### src/rtl/seven_segment_pkg.sv
// Shared types and helpers for the seven-segment display path: scanner states,
// digit geometry and the leading-zero blanking mask.
package seven_segment_pkg;

  localparam int DIGIT_WIDTH = 4;
  localparam int MAX_DIGITS  = 8;

  typedef enum logic [1:0] {
    LOAD  = 2'd0,
    BLANK = 2'd1,
    DRIVE = 2'd2
  } scan_state_e;

  // Bit i (i >= 1) clears when nibbles i..count-1 are all zero; bit 0 always lit.
  function automatic logic [MAX_DIGITS-1:0] leading_zero_mask(
    input logic [DIGIT_WIDTH*MAX_DIGITS-1:0] value,
    input int unsigned                       count
  );
    logic [MAX_DIGITS-1:0] mask;
    logic                  seen;
    mask    = '0;
    mask[0] = 1'b1;
    seen    = 1'b0;
    for (int i = MAX_DIGITS - 1; i >= 1; i--) begin
      if (i < int'(count)) begin
        seen    = seen | (value[DIGIT_WIDTH*i +: DIGIT_WIDTH] != '0);
        mask[i] = seen;
      end
    end
    return mask;
  endfunction

endpackage

### src/rtl/seven_segment_scanner_if.sv
// Display-side bundle of the digit scanner: frame inputs from the system and
// the anode / nibble drive toward the display and segment encoder.
interface seven_segment_scanner_if #(
  parameter int DIGIT_COUNT = 4
);
  import seven_segment_pkg::*;

  localparam int IDX_W = (DIGIT_COUNT > 1) ? $clog2(DIGIT_COUNT) : 1;

  logic [DIGIT_WIDTH*DIGIT_COUNT-1:0] displayValue;
  logic [DIGIT_COUNT-1:0]             digitEnable;
  logic                               suppressLeadingZeros;
  logic [DIGIT_WIDTH-1:0]             encoderValue;
  logic [DIGIT_COUNT-1:0]             anodeEnableN;
  logic [IDX_W-1:0]                   digitIndex;
  logic                               frameStart;

  modport master (
    output displayValue, digitEnable, suppressLeadingZeros,
    input  encoderValue, anodeEnableN, digitIndex, frameStart
  );

  modport slave (
    input  displayValue, digitEnable, suppressLeadingZeros,
    output encoderValue, anodeEnableN, digitIndex, frameStart
  );

endinterface

### src/rtl/seven_segment_scanner.sv
// Time-multiplexed common-anode digit scanner: latches a frame, then walks each
// digit through a blanking gap and a drive dwell. All outputs come from flops.
module seven_segment_scanner
  import seven_segment_pkg::*;
#(
  parameter int DIGIT_COUNT  = 4,
  parameter int DWELL_CYCLES = 100000,
  parameter int BLANK_CYCLES = 1000
) (
  input  logic                    clock,
  input  logic                    reset,
  seven_segment_scanner_if.slave  bus
);

  localparam int IDX_W  = (DIGIT_COUNT > 1) ? $clog2(DIGIT_COUNT) : 1;
  localparam int MAX_C  = (DWELL_CYCLES > BLANK_CYCLES) ? DWELL_CYCLES : BLANK_CYCLES;
  localparam int CNT_W  = (MAX_C > 1) ? $clog2(MAX_C) : 1;
  localparam int VAL_W  = DIGIT_WIDTH * DIGIT_COUNT;

  localparam logic [CNT_W-1:0] DWELL_LAST = CNT_W'(DWELL_CYCLES - 1);
  localparam logic [CNT_W-1:0] BLANK_LAST = CNT_W'(BLANK_CYCLES - 1);
  localparam logic [IDX_W-1:0] LAST_IDX   = IDX_W'(DIGIT_COUNT - 1);

  scan_state_e            state_q,       state_d;
  logic [CNT_W-1:0]       cnt_q,         cnt_d;
  logic [IDX_W-1:0]       idx_q,         idx_d;
  logic [VAL_W-1:0]       shadow_q,      shadow_d;
  logic [DIGIT_COUNT-1:0] mask_q,        mask_d;
  logic                   frame_start_q, frame_start_d;
  logic [DIGIT_COUNT-1:0] anode_q,       anode_d;
  logic [DIGIT_WIDTH-1:0] encoder_q,     encoder_d;
  logic [IDX_W-1:0]       index_out_q,   index_out_d;
  logic [DIGIT_COUNT-1:0] lz_mask;

  always_comb begin
    // NOTE: every signal gets a default before the case so no path leaves it unassigned (no latches).
    state_d       = state_q;
    cnt_d         = cnt_q + 1'b1;
    idx_d         = idx_q;
    shadow_d      = shadow_q;
    mask_d        = mask_q;
    encoder_d     = encoder_q;
    frame_start_d = 1'b0;
    anode_d       = '1;
    index_out_d   = idx_q;
    lz_mask       = DIGIT_COUNT'(leading_zero_mask(
                      (DIGIT_WIDTH*MAX_DIGITS)'(bus.displayValue), DIGIT_COUNT));

    unique case (state_q)
      LOAD: begin
        frame_start_d = 1'b1;
        shadow_d      = bus.displayValue;
        mask_d        = bus.digitEnable & (bus.suppressLeadingZeros ? lz_mask : '1);
        idx_d         = '0;
        index_out_d   = '0;
        cnt_d         = '0;
        state_d       = BLANK;
      end
      BLANK: begin
        // Nibble switches only while the anodes are dark, so it is settled before DRIVE.
        if (cnt_q == '0) encoder_d = shadow_q[{idx_q, 2'b00} +: DIGIT_WIDTH];
        if (cnt_q == BLANK_LAST) begin
          cnt_d   = '0;
          state_d = DRIVE;
        end
      end
      DRIVE: begin
        anode_d[idx_q] = ~mask_q[idx_q];
        if (cnt_q == DWELL_LAST) begin
          cnt_d = '0;
          if (idx_q == LAST_IDX) begin
            state_d = LOAD;
          end else begin
            idx_d   = idx_q + 1'b1;
            state_d = BLANK;
          end
        end
      end
      default: begin
        cnt_d   = '0;
        state_d = LOAD;
      end
    endcase
  end

  // NOTE: sequential state uses non-blocking assignments so every flop samples pre-edge values.
  always_ff @(posedge clock or posedge reset) begin
    if (reset) begin
      state_q       <= LOAD;
      cnt_q         <= '0;
      idx_q         <= '0;
      shadow_q      <= '0;
      mask_q        <= '0;
      frame_start_q <= 1'b0;
      anode_q       <= '1;
      encoder_q     <= '0;
      index_out_q   <= '0;
    end else begin
      state_q       <= state_d;
      cnt_q         <= cnt_d;
      idx_q         <= idx_d;
      shadow_q      <= shadow_d;
      mask_q        <= mask_d;
      frame_start_q <= frame_start_d;
      anode_q       <= anode_d;
      encoder_q     <= encoder_d;
      index_out_q   <= index_out_d;
    end
  end

  assign bus.frameStart   = frame_start_q;
  assign bus.anodeEnableN = anode_q;
  assign bus.encoderValue = encoder_q;
  assign bus.digitIndex   = index_out_q;

endmodule

### src/flat_wrapper.sv
// flat-port wrapper written by rule: the top's interface ports become plain ports
module seven_segment_scanner_flat import seven_segment_pkg::*;
#(
  parameter int DIGIT_COUNT  = 4,
  parameter int DWELL_CYCLES = 100000,
  parameter int BLANK_CYCLES = 1000
)
  (clock, reset, bus_displayValue, bus_digitEnable, bus_suppressLeadingZeros, bus_encoderValue, bus_anodeEnableN, bus_digitIndex, bus_frameStart);
  seven_segment_scanner_if #(.DIGIT_COUNT(DIGIT_COUNT)) bus_i ();
  input  logic clock;
  input  logic reset;
  input wire logic [$bits(bus_i.displayValue)-1:0] bus_displayValue;
  input wire logic [$bits(bus_i.digitEnable)-1:0] bus_digitEnable;
  input wire logic [$bits(bus_i.suppressLeadingZeros)-1:0] bus_suppressLeadingZeros;
  output wire logic [$bits(bus_i.encoderValue)-1:0] bus_encoderValue;
  output wire logic [$bits(bus_i.anodeEnableN)-1:0] bus_anodeEnableN;
  output wire logic [$bits(bus_i.digitIndex)-1:0] bus_digitIndex;
  output wire logic [$bits(bus_i.frameStart)-1:0] bus_frameStart;
  assign bus_i.displayValue = bus_displayValue;
  assign bus_i.digitEnable = bus_digitEnable;
  assign bus_i.suppressLeadingZeros = bus_suppressLeadingZeros;
  assign bus_encoderValue = bus_i.encoderValue;
  assign bus_anodeEnableN = bus_i.anodeEnableN;
  assign bus_digitIndex = bus_i.digitIndex;
  assign bus_frameStart = bus_i.frameStart;
  seven_segment_scanner #(.DIGIT_COUNT(DIGIT_COUNT), .DWELL_CYCLES(DWELL_CYCLES), .BLANK_CYCLES(BLANK_CYCLES)) u_core (.clock(clock), .reset(reset), .bus(bus_i));
endmodule
### config.mk
export PLATFORM = sky130hd
export DESIGN_NAME = seven_segment_scanner_flat
export DESIGN_NICKNAME = d
export VERILOG_FILES = /design/src/rtl/seven_segment_pkg.sv /design/src/rtl/seven_segment_scanner_if.sv /design/src/rtl/seven_segment_scanner.sv /design/src/flat_wrapper.sv
export SDC_FILE = /design/constraint.sdc
export NUM_CORES = 1
export LEC_CHECK = 0
export BUFFER_PORTS_ARGS = -buffer_cell sky130_fd_sc_hd__buf_2
export CAP_MARGIN = 10
export CORE_UTILIZATION = 44
export DETAILED_ROUTE_END_ITERATION = 12
export SETUP_SLACK_MARGIN = 0.1
export SLEW_MARGIN = 20
export SYNTH_ARGS = -nofsm -noshare
export SYNTH_HDL_FRONTEND = slang
export SYNTH_SLANG_ARGS = --single-unit
### constraint.sdc
create_clock -name clock -period 3.2 [get_ports clock]
set_input_delay 0.32 -clock clock [delete_from_list [all_inputs] [get_ports clock]]
set_output_delay 0.32 -clock clock [all_outputs]
set_load 0.02 [all_outputs]
==> flow_summary.ini <==
[drt]
drtPass1Iterations = 6
wl_per_cell_um = 13.8
drc = 0
dr_total_vias = 1589
drtIter0Drc = 80
drt.antenna.violating_nets = 0
routed_wirelength_mm = 4.34
vias_per_cell = 5.04

[die]
die_width_um = 76.8
rows = 26
core_area_sq_mm = 0.00524
initial_core_util_pct = 47.0
die_area_sq_mm = 0.00590
io_pins = 34
die_y_um = 76.8

[setup_path]
required_ps = 3370
path_buf_inv = 0
slowest_delay_ps = 560
path_cells = or4_1, or4_4, o31a_1, a22oi_4, nor2_1
start_kind = flop
startpoint = u_core.cnt_q[11]$_DFF_PP0_
critical_path.max_fanout = 17
r2r_start = u_core.cnt_q[11]$_DFF_PP0_
cp-end-kind = flop
critPathSlowestCell = or4_1
critical_path_class = reg2reg
worstPathArrival_ps = 2670
crit_family = simple AND/OR/NAND/NOR gates

[layout]
final_core_util_pct = 53.8
area_growth_pct = 14.5
finalInstanceArea_sq_mm = 0.00282
instances_no_fill = 315
drive_gt1_share_pct = 32.2
antenna_cells = 0
nNetsFinal = 277

[clocking]
cts_tree = built
cts_max_path_buffers = 2
htree_levels = 2
clock-sinks = 52
cts_hold_buf = 0
clk_pin_slew_ps = 100
clk_latency_ps = 300
cts_setup_buffers = 0
root_buffer = clkbuf_8
numCtsBuffers = 5
post_cts_resized = 0

[sta]
rsz0062_at_grt = false
finalSetupTns_ps = 0
fmax_mhz = 400
worst_pin_slew_ps = 996
finalWorstPathRequiredPeriod_ps = 2500
hold_violations = 0
fin_skew_ps = 7.19
slew_violations = 0
slew_headroom_pct = 33.6
fin_crit_sh_pct = 78.2
setup_viol = 0

[placed_design]
numPortBuffers = 33
post_dp_cell_area_sq_mm = 0.00270
gp_congestion = 0.733
dp_hpwl_mm = 3.16
place_inst = 307

[yosys]
synthMuxAreaShare_pct = 15.9
synth_seq_cells = 52
synth-edff-count = 0
syn-cell-area_sq_mm = 0.00246
syn_inst = 208
synth_seq_area_share_pct = 53.0
yosys.area_share.simple_pct = 14.6
synthFlopType = dfrtp_1
yosysUniqueCellTypes = 33
yosysWarnings = 0
synth_compound_area_share_pct = 3.00
synth.net_count = 241
synth_top_family_by_area = multiplexers
avgSynthCellArea_sq_um = 11.8
synthArstFlopShare_pct = 100
yosys.area_share.xor_xnor_pct = 5.34
synth_fa_ha_area_share_pct = 5.08

[outcome]
status = complete, no violations

[pwr]
total_power_mw = 1.19
cellLeakagePower_nw = 1.26
seqPwrFrac_pct = 57.1
combPwrFrac_pct = 4.7
clockPowerShare_pct = 38.2
power_density_mw_per_mm2 = 422
switching_share_pct = 21.4
power.switching_mw = 0.255
power.internal_mw = 0.936
irDropWorstVdd_uv = 288

[run]
cap_violations = 0

[global_routing]
grt_usage_pct = 17.0
antenna_found_initial = 0
grt_pass1_vias = 1616
grt_max_degree = 38
grt.overflow.total = 0
grt_first_pass_wirelength_mm = 7.80

[worst_hold_path]
holdCritPathClass = in2async
-- stage by stage --
step	hold WS, ps	worst slack, ps
after detailed placement	483	679
after global routing	218	545
after floorplan	450	892
final	135	699
after CTS	163	660
after global placement	477	742
-- synthesized netlist by cell type, types with 2 or more instances --
library cell  number  area (sq um)
nor3_1             3          15.0
dfrtp_1           48          1200
nand3_1            7          35.0
nor4_1             2          12.5
mux2_2            22           248
nand2_1           20          75.1
or4_1              3          22.5
mux2i_1            3          30.0
xor2_1            12           105
inv_1             11          41.3
mux4_2             5           113
xnor2_1            3          26.3
and4_1             2          17.5
nand4_1            5          31.3
dfstp_2            4           105
nor2_1            24          90.1
o21ai_0            2          10.0
ha_1              10           125
clkbuf_1           6          22.5
and2_1             3          18.8
-- layout make-up --
type	count	area (sq um)
clock buffers	5	68.8
clock inverters	3	47.5
fillers	475	2420
inverters	11	41.3
multi-input cells	138	1080
flip-flops and latches	52	1310
well taps	70	87.6
repair buffers	36	188
-- power groups by stage --
| stage | Combinational (mW) | Sequential [mW] | Clock [mW] |
|---|---|---|---|
| finish | 0.0561 | 0.680 | 0.455 |
| detailed placement | 0.0579 | 0.693 | 0 |
| CTS | 0.0579 | 0.680 | 0.466 |
| global route | 0.0641 | 0.683 | 0.490 |
| floorplan | 0.0286 | 0.694 | 0 |
| global placement | 0.0568 | 0.693 | 0 |
-- final timing paths --
kind	end	slack, ps	depth (start not counted)
worst max-delay path	u_core.cnt_q[8]$_DFF_PP0_	700	5
worst min-delay path	u_core.bus.digitIndex[0]$_DFF_PP0_	140	2
worst max register to register	u_core.cnt_q[8]$_DFF_PP0_	700	5
worst min register to register	u_core.cnt_q[0]$_DFF_PP0_	490	1
max in group asynchronous	u_core.cnt_q[2]$_DFF_PP0_	2370	3
min in group clock	u_core.mask_q[0]$_DFFE_PP0P_	240	2
-- sequential cells by signal, indices dropped and copies added, names as in the netlist --
register	count
u_core.cnt_q	17
u_core.shadow_q	16
u_core.bus.anodeEnableN	4
u_core.bus.encoderValue	4
u_core.mask_q	4
u_core.bus.digitIndex	2
u_core.idx_q	2
u_core.state_q	2
u_core.bus.frameStart	1
-- cells by family after synthesis --
family	count (synthesis)
AO/OA/AOI/OAI	9
XOR/XNOR	15
adder cells (fa/ha/maj)	10
buffers and inverters	18
flip-flops	52
multiplexers	30
AND/OR/NAND/NOR	74
-- worst register-to-register path, delay by kind of cell (launching register included) --
kind	cells	cell delay [ps]
AO/OA/AOI/OAI	2	840
flip-flops	1	420
AND/OR/NAND/NOR	3	1130
-- layout by cell type (no fill, tap or decap), drive strengths merged --
cell	instances
inv	11
nor3	3
and3	1
clkbuf	5
xor2	12
dfrtp	48
xnor2	3
nor2	24
and4	2
nand2	20
o21bai	1
mux4	5
dfstp	4
nand3	7
nor4	3
ha	10
nand2b	1
buf	36
bufinv	1
nor2b	1
nand4	5
o21ai	2
o21a	1
a21boi	1
and2	3
o31a	1
mux2	22
a22oi	1
mux2i	3
a21oi	1
clkinv	2
o22ai	1
or4	4
-- routing by layer --
| metal | routed length, um | global-route usage, % |
|---|---|---|
| met1 | 2150 | 23.5 |
| met2 | 2000 | 27.1 |
| met3 | 141 | 3.93 |
| met4 | 51 | 4.04 |
| met5 | 0 | 0 |
Power figures use the tool's default switching activity.
